File: src/rtl/wb_port_arbiter.sv
// Write-back arbiter for the single register-file write port: ALU results first,
// long-latency completions bypassed or queued, plus a busy scoreboard for decode.
module wb_port_arbiter #(
  parameter int DEPTH        = 4,
  parameter int STARVE_LIMIT = 8
) (
  input  logic                       clk,
  input  logic                       rst,
  input  logic                       alu_wb_valid,
  input  logic [4:0]                 alu_wb_addr,
  input  logic [31:0]                alu_wb_data,
  input  logic                       lq_issue_valid,
  input  logic [4:0]                 lq_issue_addr,
  input  logic                       lq_done_valid,
  input  logic [4:0]                 lq_done_addr,
  input  logic [31:0]                lq_done_data,
  output logic                       lq_done_ready,
  output logic                       alu_stall,
  output logic [4:0]                 Wt_addr,
  output logic [31:0]                Wt_data,
  output logic                       L_S,
  output logic [31:0]                busy_mask,
  output logic [$clog2(DEPTH):0]     fifo_count
);

  localparam int AW = $clog2(DEPTH);
  localparam int CW = AW + 1;
  localparam int WW = $clog2(STARVE_LIMIT) + 1;

  logic [4:0]    mem_addr [DEPTH];
  logic [31:0]   mem_data [DEPTH];
  logic [AW-1:0] rd_ptr, wr_ptr;
  logic [WW-1:0] wait_cnt, wait_inc;
  logic          fifo_empty, accept, alu_fire, pop, bypass, push;
  logic [31:0]   busy_next;

  assign lq_done_ready = (fifo_count < CW'(DEPTH));
  assign fifo_empty    = (fifo_count == '0);
  assign accept        = lq_done_valid & lq_done_ready;
  assign alu_fire      = !alu_stall & alu_wb_valid & (alu_wb_addr != 5'd0);
  assign pop           = !alu_fire & !fifo_empty;
  assign bypass        = !alu_fire & fifo_empty & accept & (lq_done_addr != 5'd0);
  assign push          = accept & (lq_done_addr != 5'd0) & !bypass;
  assign wait_inc      = wait_cnt + WW'(1);

  // Issue is applied after the completion clear so a same-register set wins.
  always_comb begin
    busy_next = busy_mask;
    if (pop)
      busy_next[mem_addr[rd_ptr]] = 1'b0;
    else if (bypass)
      busy_next[lq_done_addr] = 1'b0;
    if (lq_issue_valid)
      busy_next[lq_issue_addr] = 1'b1;
    busy_next[0] = 1'b0;
  end

  always_ff @(posedge clk) begin
    if (push) begin
      mem_addr[wr_ptr] <= lq_done_addr;
      mem_data[wr_ptr] <= lq_done_data;
    end
  end

  always_ff @(posedge clk or negedge rst) begin
    if (!rst) begin
      rd_ptr     <= '0;
      wr_ptr     <= '0;
      fifo_count <= '0;
      wait_cnt   <= '0;
      alu_stall  <= 1'b0;
      L_S        <= 1'b0;
      Wt_addr    <= '0;
      Wt_data    <= '0;
      busy_mask  <= '0;
    end else begin
      busy_mask <= busy_next;
      L_S       <= alu_fire | pop | bypass;
      if (alu_fire) begin
        Wt_addr <= alu_wb_addr;
        Wt_data <= alu_wb_data;
      end else if (pop) begin
        Wt_addr <= mem_addr[rd_ptr];
        Wt_data <= mem_data[rd_ptr];
      end else if (bypass) begin
        Wt_addr <= lq_done_addr;
        Wt_data <= lq_done_data;
      end

      if (push) wr_ptr <= wr_ptr + AW'(1);
      if (pop)  rd_ptr <= rd_ptr + AW'(1);
      case ({push, pop})
        2'b10:   fifo_count <= fifo_count + CW'(1);
        2'b01:   fifo_count <= fifo_count - CW'(1);
        default: fifo_count <= fifo_count;
      endcase

      // Head waiting without a pop: count up and force a stall once at the limit.
      if (pop) begin
        wait_cnt  <= '0;
        alu_stall <= 1'b0;
      end else if (!fifo_empty) begin
        wait_cnt <= wait_inc;
        if (wait_inc == WW'(STARVE_LIMIT - 1))
          alu_stall <= 1'b1;
      end else begin
        wait_cnt <= '0;
      end
    end
  end

endmodule

File: config.mk
export PLATFORM = sky130hd
export DESIGN_NAME = wb_port_arbiter
export DESIGN_NICKNAME = d
export VERILOG_FILES = /design/src/rtl/wb_port_arbiter.sv
export SDC_FILE = /design/constraint.sdc
export NUM_CORES = 1
export LEC_CHECK = 0
export ABC_AREA = 1
export ABC_CLOCK_PERIOD_IN_PS = 5950
export BUFFER_PORTS_ARGS = -buffer_cell sky130_fd_sc_hd__buf_2
export CAP_MARGIN = 20
export CORE_MARGIN = 8
export CORE_UTILIZATION = 42
export CTS_BUF_LIST = sky130_fd_sc_hd__clkbuf_8 sky130_fd_sc_hd__clkbuf_16
export DETAILED_ROUTE_END_ITERATION = 10
export PLACE_DENSITY = 0.63
export RECOVER_POWER = 50
export SETUP_SLACK_MARGIN = 0.02
export SLEW_MARGIN = 20
export SYNTH_ARGS = -nofsm -noshare
export SYNTH_HDL_FRONTEND = slang
export SYNTH_SLANG_ARGS = --single-unit
File: constraint.sdc
create_clock -name clk -period 5.95 [get_ports clk]
set_input_delay 1.785 -clock clk [delete_from_list [all_inputs] [get_ports clk]]
set_output_delay 1.785 -clock clk [all_outputs]
set_load 0.05 [all_outputs]
; ---- Yosys cells after proc, flatten, opt, wreduce, memory -nomap -nowiden
; Memories as Yosys holds them, arrays and structs flattened.
; Index checks and enable logic that the tools add are counted.
[classes]
n_addsub = 5
order_cmp = 7
n_eq_ne = 4
n_mux = 23
bitwise = 16
reduce_logical = 14
[ops]
columns = operator, n
row1 = $mux W32, 6
row2 = $and A32 B32 Y32, 2
row3 = $not A32 Y32, 2
row4 = $or A32 B32 Y32, 1
row5 = $lt A5 B6 Y1 const B, 3
row6 = $demux W1 S5, 3
row7 = $ge A5 B1 Y1 const B, 3
row8 = $mux W5, 3
row9 = $reduce_bool A5 Y1, 2
row10 = $and A1 B1 Y1, 9
row11 = $mux W1, 8
row12 = $mux W4, 2
row13 = $pmux W3 S2, 1
row14 = $add A2 B1 Y2 const B, 2
row15 = $add A4 B1 Y4 const B, 1
row16 = $eq A4 B3 Y1 const B, 1
row17 = $logic_not A1 Y1, 4
row18 = $reduce_bool A2 Y1, 2
row19 = $add A3 B1 Y3 const B, 1
row20 = $logic_and A1 B1 Y1, 3
row21 = $logic_not A3 Y1, 1
row22 = $lt A3 B3 Y1 const B, 1
row23 = $reduce_bool A3 Y1, 1
row24 = $sub A3 B1 Y3 const B, 1
row25 = 5 further kinds, 6
[totals]
ff_bits = 81
ram_bits = 148
input_bits = 84
mem_count = 2
[mem_list]
columns = memory, depth, word_bits, read_ports, rd_ports_with_merged_regs, write_ports, line
row1 = mem_data, 4, 32, 1, 0, 1, 31  ; logic [31:0] mem_data [DEPTH];
row2 = mem_addr, 4, 5, 1, 0, 1, 30  ; logic [4:0] mem_addr [DEPTH];

; ---- Depth between registers and ports, before layout
; Gate-level depths: netlist of the first run.
[logic_depth]
word_depth = 11
mapped_depth = 13
mapped_depth_nobuf = 11

; ---- Least setup slack after synthesis of the first run
; No wires, ideal clock.
[synth_timing]
path_type = input -> register
startpoint = in alu_wb_valid
endpoint = mem mem_addr[0][0] (enable)
arrival_ps = 4236
required_ps = 5519
slack_ps = 1282
path_stages = 6
n_path_buf = 0
path_cell_list = inv_1 nor2_1 nand2_2 nand2_1 nand2_1 nor2_1
[synth_via]
elab_chain_len = 10
[synth_rtl]
columns = element, line
row1 = start: declaration, 9  ; input logic alu_wb_valid,
row2 = $and A1 B1 Y1 (2 in a row), 40  ; assign alu_fire = !alu_stall & alu_wb_valid & (alu_wb_addr != 5'd0);
row3 = $logic_not A1 Y1, 42  ; assign bypass = !alu_fire & fifo_empty & accept & (lq_done_addr != 5'd0);
row4 = $and A1 B1 Y1 (3 in a row), 42
row5 = $logic_not A1 Y1, 43  ; assign push = accept & (lq_done_addr != 5'd0) & !bypass;
row6 = $and A1 B1 Y1, 43
row7 = $mux W1, 59  ; if (push) begin
row8 = $mux W1 (implied by the code), 60  ; mem_addr[wr_ptr] <= lq_done_addr;
row9 = end: declaration, 30
; Every way passes these cells.

; ---- Worst setup path after layout of the first run
[layout_timing]
startpoint = in lq_done_addr[2]
endpoint = mem mem_addr[2][1] (enable)
[layout_via]
elab_chain_len = 6
elab_cells_between_ends = 7
[layout_rtl]
columns = element, line
row1 = start: declaration, 15  ; input logic [4:0] lq_done_addr,
row2 = $reduce_bool A5 Y1 *, "42, 43"
row3 = $and A1 B1 Y1, 42
row4 = $logic_not A1 Y1, 43
row5 = $and A1 B1 Y1 *, 43
row6 = $mux W1 *, 59
row7 = $mux W1 (implied by the code) *, 60
; Every way passes the cells marked *; elsewhere a longest branch is shown, timed or not.

==> results of run 1 <==
-- area by class of cell --
cell class                 count  area [sq um]
fill                        2405         12400
sequential                   229          6470
multi-input combinational    872          3770
timing repair buffer         171           848
clock buffer                  28           689
tap                          330           413
inverter                      48           180
clock inverter                20           175
-- power groups by stage --
stage	Combinational (uW)	Sequential, uW	Clock, uW
finish	2840	2360	1590
global route	3140	2410	1700
CTS	2900	2360	1630
detailed placement	2900	2380	0
global placement	2840	2380	0
floorplan	1310	3150	0
-- routing by layer --
layer	GRT usage, %	share of wire (%)
met5	0	0.045
met4	5.86	2.6
met3	4.55	7.7
met2	29.7	46
met1	24.3	44
-- cell families (layout without fill, tap and decap cells) --
logic type | after synthesis | count (layout) | synth area share, %
simple gates | 742 | 742 | 27.7
flops | 229 | 229 | 61.0
compound gates | 115 | 115 | 5.92
buf+inv | 97 | 267 | 3.80
fa+ha+maj | 8 | 8 | 1.01
xor+xnor | 6 | 6 | 0.496
other cells | 1 | 1 | 0.0354
-- path summary, 6_finish.rpt --
path | to | cells after the start
worst min register to register | Wt_data[22] | 2
worst max register to register | fifo_count[2] | 9
worst min-delay path | Wt_data[22] | 2
max in group asynchronous | rd_ptr[0] | 2
worst max-delay path | mem_addr[2][1] | 8
min in group asynchronous | Wt_data[31] | 1
-- cells in the mapped netlist, drive strengths merged, types with 2 or more instances --
cell type	number
nand2	441
nor2	201
edfxtp	148
o21ai	90
nand3	83
dfrtp	81
inv	46
buf	32
o21a	19
clkbuf	17
nor3	13
ha	7
a21oi	5
xor2	4
clkinv	2
nand3b	2
or2	2
xnor2	2
-- critical path: cells and delay by family --
family	cells	cell delay [ns]
and+or+nand+nor	4	1.49
buffers and inverters	4	1.35
-- stage by stage --
step	setup slack, ns	util, %	std cells	power (uW)	hold slack, ns
2_1_floorplan	1.28	-	1198	4470	0.452
6_report	1.50	50.3	1698	6790	0.477
3_5_place_dp	1.20	47.2	1650	5280	0.460
4_1_cts	1.73	50.7	1698	6890	0.477
3_3_place_gp	1.22	46.9	1647	5220	0.460
5_1_grt	1.27	50.3	1698	7250	0.497
-- placed cells by master (no fill, tap or decap), types with 2 or more instances in the layout --
cell type	Yosys	layout
bufinv_16	0	3
o21ai_0	86	86
o21ai_1	4	4
clkinvlp_4	0	4
inv_2	3	5
ha_1	7	7
edfxtp_1	148	148
nor2_4	0	4
nand3b_1	2	2
nand3_1	82	82
xor2_1	4	4
nor3_1	12	12
clkinv_1	2	4
nand2_1	439	439
nor2_1	201	197
clkinv_2	0	5
dfrtp_1	81	79
buf_2	28	83
buf_16	0	2
or2_0	2	2
clkbuf_1	17	74
xnor2_1	2	2
a21oi_1	4	4
nand2_2	2	2
dfrtp_2	0	2
inv_1	43	47
clkbuf_16	0	27
buf_4	1	10
o21a_1	19	19
-- state kept, by name (all words and copies together) (netlist names) --
register	count
Wt_addr	5
rd_ptr	2
wr_ptr	2
L_S	1
alu_stall	1
fifo_count	3
mem_data	128
mem_addr	20
busy_mask	31
Wt_data	32
wait_cnt	4
==> flow_summary.ini, run 1 <==
[pwr]
cellPowerDensity_nw_per_um2 = 541
vdd_drop_max_mv = 0.385
power.share.switching_pct = 45.0
pwr-share-comb_pct = 41.8
leakage_uw = 0.00548
p_clk_share_pct = 23.5
power_frac_seq_pct = 34.8
power.switching_uw = 3060
intPower_uw = 3740

[clock_tree]
ctsResizeCount = 0
clock_latency_ns = 0.53
cts_setup_buffers = 0
cts_tree = built
cts_hold_buf = 0
htreeDepth = 1
cts-buffers-inserted = 26
clock-root-buffer = clkbuf_16
ctsLongestPathBuffers = 3
clk_pin_slew_worst_paths_ns = 0.06
cts_sinks = 229

[logic_synthesis]
yosysTopAreaCell = edfxtp_1
yosys_warnings = 0
synth_area_per_cell_sq_um = 8.85
synth_cells = 1198
yosysSeqAreaShare_pct = 61.0
synth_top_area_share_pct = 41.9
synth_flop_cell = edfxtp_1
ys_top_cells_by_area = edfxtp_1, dfrtp_1, nand2_1, nor2_1, o21ai_0
synth_edf_count = 148
ys_seq_elements = 229
ys_async_sr_fraction_pct = 35.4
netlist_area_sq_um = 10600
synth_nets = 1290
ys_types = 29

[detailed_routing]
drc = 0
routed_wl_um = 28800
wl_per_cell_um = 17.0
first_pass_iters = 5
drt-initial-drc-count = 685
viasPerCell = 5.04
vias = 8562
postRouteAntennaNets = 0

[global_routing]
antenna_found_initial = 1
grt-ovfl-total = 0
grt_pass1_wl_um = 46000
grt_pass1_vias = 8441
grt_max_degree = 79
grtUsageTotal_pct = 18.5

[final_layout]
drive_gt1_share_pct = 11.2
diodes = 0
synthToLayoutAreaGrowth_pct = 18.3
layout.nets = 1440
final_area_sq_um = 12500

[status]
violations = max-capacitance violations, max-slew violations
status = finished with violations

[sta]
setup_tns_ns = 0
grt_setup_unrepaired = false
finalMaxSlewViolations = 31
max_freq_ghz = 0.225
finalCriticalPeriod_ns = 4.45
finalCritPeriodShare_pct = 74.7
worst_pin_slew_ns = 1.73
skew_ns = 0.0199
maxSlewHeadroom_pct = -15.6
finalSetupViolations = 0
hold_violations = 0

[die]
coreArea_sq_um = 25000
chipWidth_um = 175
io_pins = 159
die_y_um = 175
start_util_pct = 42.5
dieArea_sq_um = 30600
rows = 58

[setup_path]
cp.required_ns = 6.16
startpoint_type = primary input
critPathCaptureType = flip-flop
cp-startpoint = lq_done_addr[2]
worstPathArrival_ns = 4.66
crit_slowest_cell = nor2_4
r2r_slack_ns = 2.46
crit_path_max_incr_delay_ns = 0.68
crit_chain = clkbuf_1 -> inv_1 -> nand3_1 -> nand2_2 -> inv_2 -> nand2_1 -> nor2_4 -> buf_4
cp_max_fo = 28
reg2reg_from = fifo_count[1]
critPathKind = primary input to flip-flop

[placement]
hpwl_um = 19600
numPortBuffers = 157
post_dp_cell_area_sq_um = 11800
finalWeightedCongestion = 0.867

[worst_hold_path]
hold_start = Wt_data[22]
worstHoldPathType = flip-flop to flip-flop

[flow_run]
drv_cap = 1
(Power assumes the default switching activity.)
==> run 2: changes to the inputs <==
--- a/config.mk
+++ b/config.mk
@@ -6,14 +6,14 @@
 export NUM_CORES = 1
 export LEC_CHECK = 0
 export ABC_AREA = 1
-export ABC_CLOCK_PERIOD_IN_PS = 5950
+export ABC_CLOCK_PERIOD_IN_PS = 3800
 export BUFFER_PORTS_ARGS = -buffer_cell sky130_fd_sc_hd__buf_2
 export CAP_MARGIN = 20
 export CORE_MARGIN = 8
 export CORE_UTILIZATION = 42
 export CTS_BUF_LIST = sky130_fd_sc_hd__clkbuf_8 sky130_fd_sc_hd__clkbuf_16
 export DETAILED_ROUTE_END_ITERATION = 10
-export PLACE_DENSITY = 0.63
+export PLACE_DENSITY = 0.65
 export RECOVER_POWER = 50
 export SETUP_SLACK_MARGIN = 0.02
 export SLEW_MARGIN = 20
==> constraint.sdc (replaced) <==
create_clock -name clk -period 3.8 [get_ports clk]
set_input_delay 1.14 -clock clk [delete_from_list [all_inputs] [get_ports clk]]
set_output_delay 1.14 -clock clk [all_outputs]
set_load 0.05 [all_outputs]
==> run 2 against run 1 <==
Against the previous run:
- the run now ends clean
- register-to-register slack worse by 1.2 ns
- worst hold slack better by 0.0027 ns
- global-route usage up 0.19 points
- clock power up 60%
- non-clock buffer count up 17
- cell count up 1.0%
- routed wire length up 1.4%
- clock skew down 0.0072 ns
- largest cell class unchanged
==> flow_summary.ini, run 2 (synthesis results as in run 1) <==
[final_layout]
diodes = 0
synthToLayoutAreaGrowth_pct = 19.2
fin_cells = 1715
layout_commonest_cell = nand2_1
largest_reg_flops = 128
regMostFlops = mem_data
mostFrequentLayoutCells = nand2_1, nor2_1, edfxtp_1, buf_2, o21ai_0
layout.nets = 1457
largestRegisters = mem_data (128), Wt_data (32), busy_mask (31)
drive_gt1_share_pct = 12.3

[clock_tree]
cts_tree = built
clk_pin_slew_worst_paths_ns = 0.06
cts_sinks = 229
htreeDepth = 1
clock-root-buffer = clkbuf_16
clock_latency_ns = 0.52
cts-buffers-inserted = 26
ctsResizeCount = 0
cts_hold_buf = 0
cts_setup_buffers = 0
ctsLongestPathBuffers = 3

[sta]
finalCriticalPeriod_ns = 3.10
finalSetupViolations = 0
finalMaxSlewViolations = 0
fin_hold_ws_ns = 0.479
finalCritPeriodShare_pct = 81.6
worst_pin_slew_ns = 1.07
setup_tns_ns = 0
maxSlewHeadroom_pct = 28.4
hold_violations = 0
grt_setup_unrepaired = false
max_freq_ghz = 0.322
fin_ws_ns = 0.697
skew_ns = 0.0126

[setup_path]
path_delay_family = buffers and inverters
cp_max_fo = 30
critPathCaptureType = flip-flop
crit_slowest_cell = buf_4
crit_chain = clkbuf_1 -> inv_1 -> nand3_1 -> nand2_2 -> inv_1 -> nand2_1 -> clkbuf_1 -> nor2_4 -> buf_4
startpoint_type = primary input
worst-path-buf-inv = 5
critPathKind = primary input to flip-flop
worstPathArrival_ns = 3.26
crit_path_max_incr_delay_ns = 0.47
cp.required_ns = 3.96

[placement]
dp_slack_ns = 0.420
numPortBuffers = 157
hpwl_um = 19500
dp.cells = 1667
finalWeightedCongestion = 0.877

[die]
start_util_pct = 42.5
die_y_um = 175
io_pins = 159
coreArea_sq_um = 25000
chipWidth_um = 175
dieArea_sq_um = 30600
rows = 58

[status]
status = finished clean

[global_routing]
grt_max_degree = 62
grt_pass1_vias = 8389
antenna_found_initial = 0
grt-ovfl-total = 0
grt_pass1_wl_um = 46100
grtUsageTotal_pct = 18.7

[pwr]
cellPowerDensity_nw_per_um2 = 850
leakage_uw = 0.00557
vdd_drop_max_mv = 0.578

[detailed_routing]
routed_wl_um = 29200
vias = 8643
postRouteAntennaNets = 0
first_pass_iters = 5
drc = 0
wl_per_cell_um = 17.0
viasPerCell = 5.04
drt-initial-drc-count = 558

[flow_run]
drv_cap = 0

[worst_hold_path]
worstHoldPathType = flip-flop to flip-flop
-- run 2: cell types whose count changed in the layout (fill, tap and decap cells not counted), sizes merged --
cell	delta
clkinv	+4
clkbuf	-2
clkinvlp	-3
buf	+21
inv	-3
-- run 2: layer usage --
metal  share of wire (%)  up-vias  routed length [um]  track usage (%)
met5                   0        -                   0                0
met4                 1.6        0                 459             4.49
met3                 7.5       35                2180             4.17
met2                  48      290               14000             31.5
met1                  43     4073               12600             24.1
li1                    -     4245                   -                -
-- run 2: cell type report --
class,count,area (sq um)
Clock buffer,30,717
Clock inverter,18,166
Fill cell,2382,12300
Inverter,48,180
Multi-Input combinational cell,872,3770
Sequential cell,229,6470
Tap cell,330,413
Timing Repair Buffer,188,921
-- run 2: where the power goes --
group | total (uW) | internal [uW] | switching, uW | leakage [uW]
combinational | 4550 | 1090 | 3460 | 0.00279
sequential | 3650 | 3300 | 352 | 0.00233
clock | 2540 | 1550 | 997 | 0.000442
total | 10700 | 5930 | 4810 | 0.00557
-- run 2: through the flow --
step	instance area, sq um	utilization, %	power [uW]
detailed placement	11900	47.5	8320
global route	12600	50.6	11400
global placement	11900	47.5	8260
CTS	12700	51.0	10900
floorplan	10600	-	6990
finish	12600	50.6	10700
-- run 2: worst reg2reg max path, stage by stage, from the launching register on --
cell and delay, ns:
dfrtp_1 0.46, nor3_4 0.18, buf_4 0.27, nand2_1 0.11, nand2_1 0.28, ha_1 0.21
inv_1 0.07, fa_1 0.38, a21oi_1 0.15, o21ai_0 0.12, xor2_1 0.15
-- run 2: final timing paths --
kind                                  from              end  slack (ns)  depth (start not counted)
min in group asynchronous              rst      Wt_data[23]        0.63                          1
max                        lq_done_addr[2]  mem_data[0][12]        0.70                          9
max reg2reg                  fifo_count[0]    fifo_count[2]        1.31                         10
min                             Wt_data[1]       Wt_data[1]        0.48                          2
max in group asynchronous              rst    busy_mask[22]        1.76                          2
min reg2reg                     Wt_data[1]       Wt_data[1]        0.48                          2
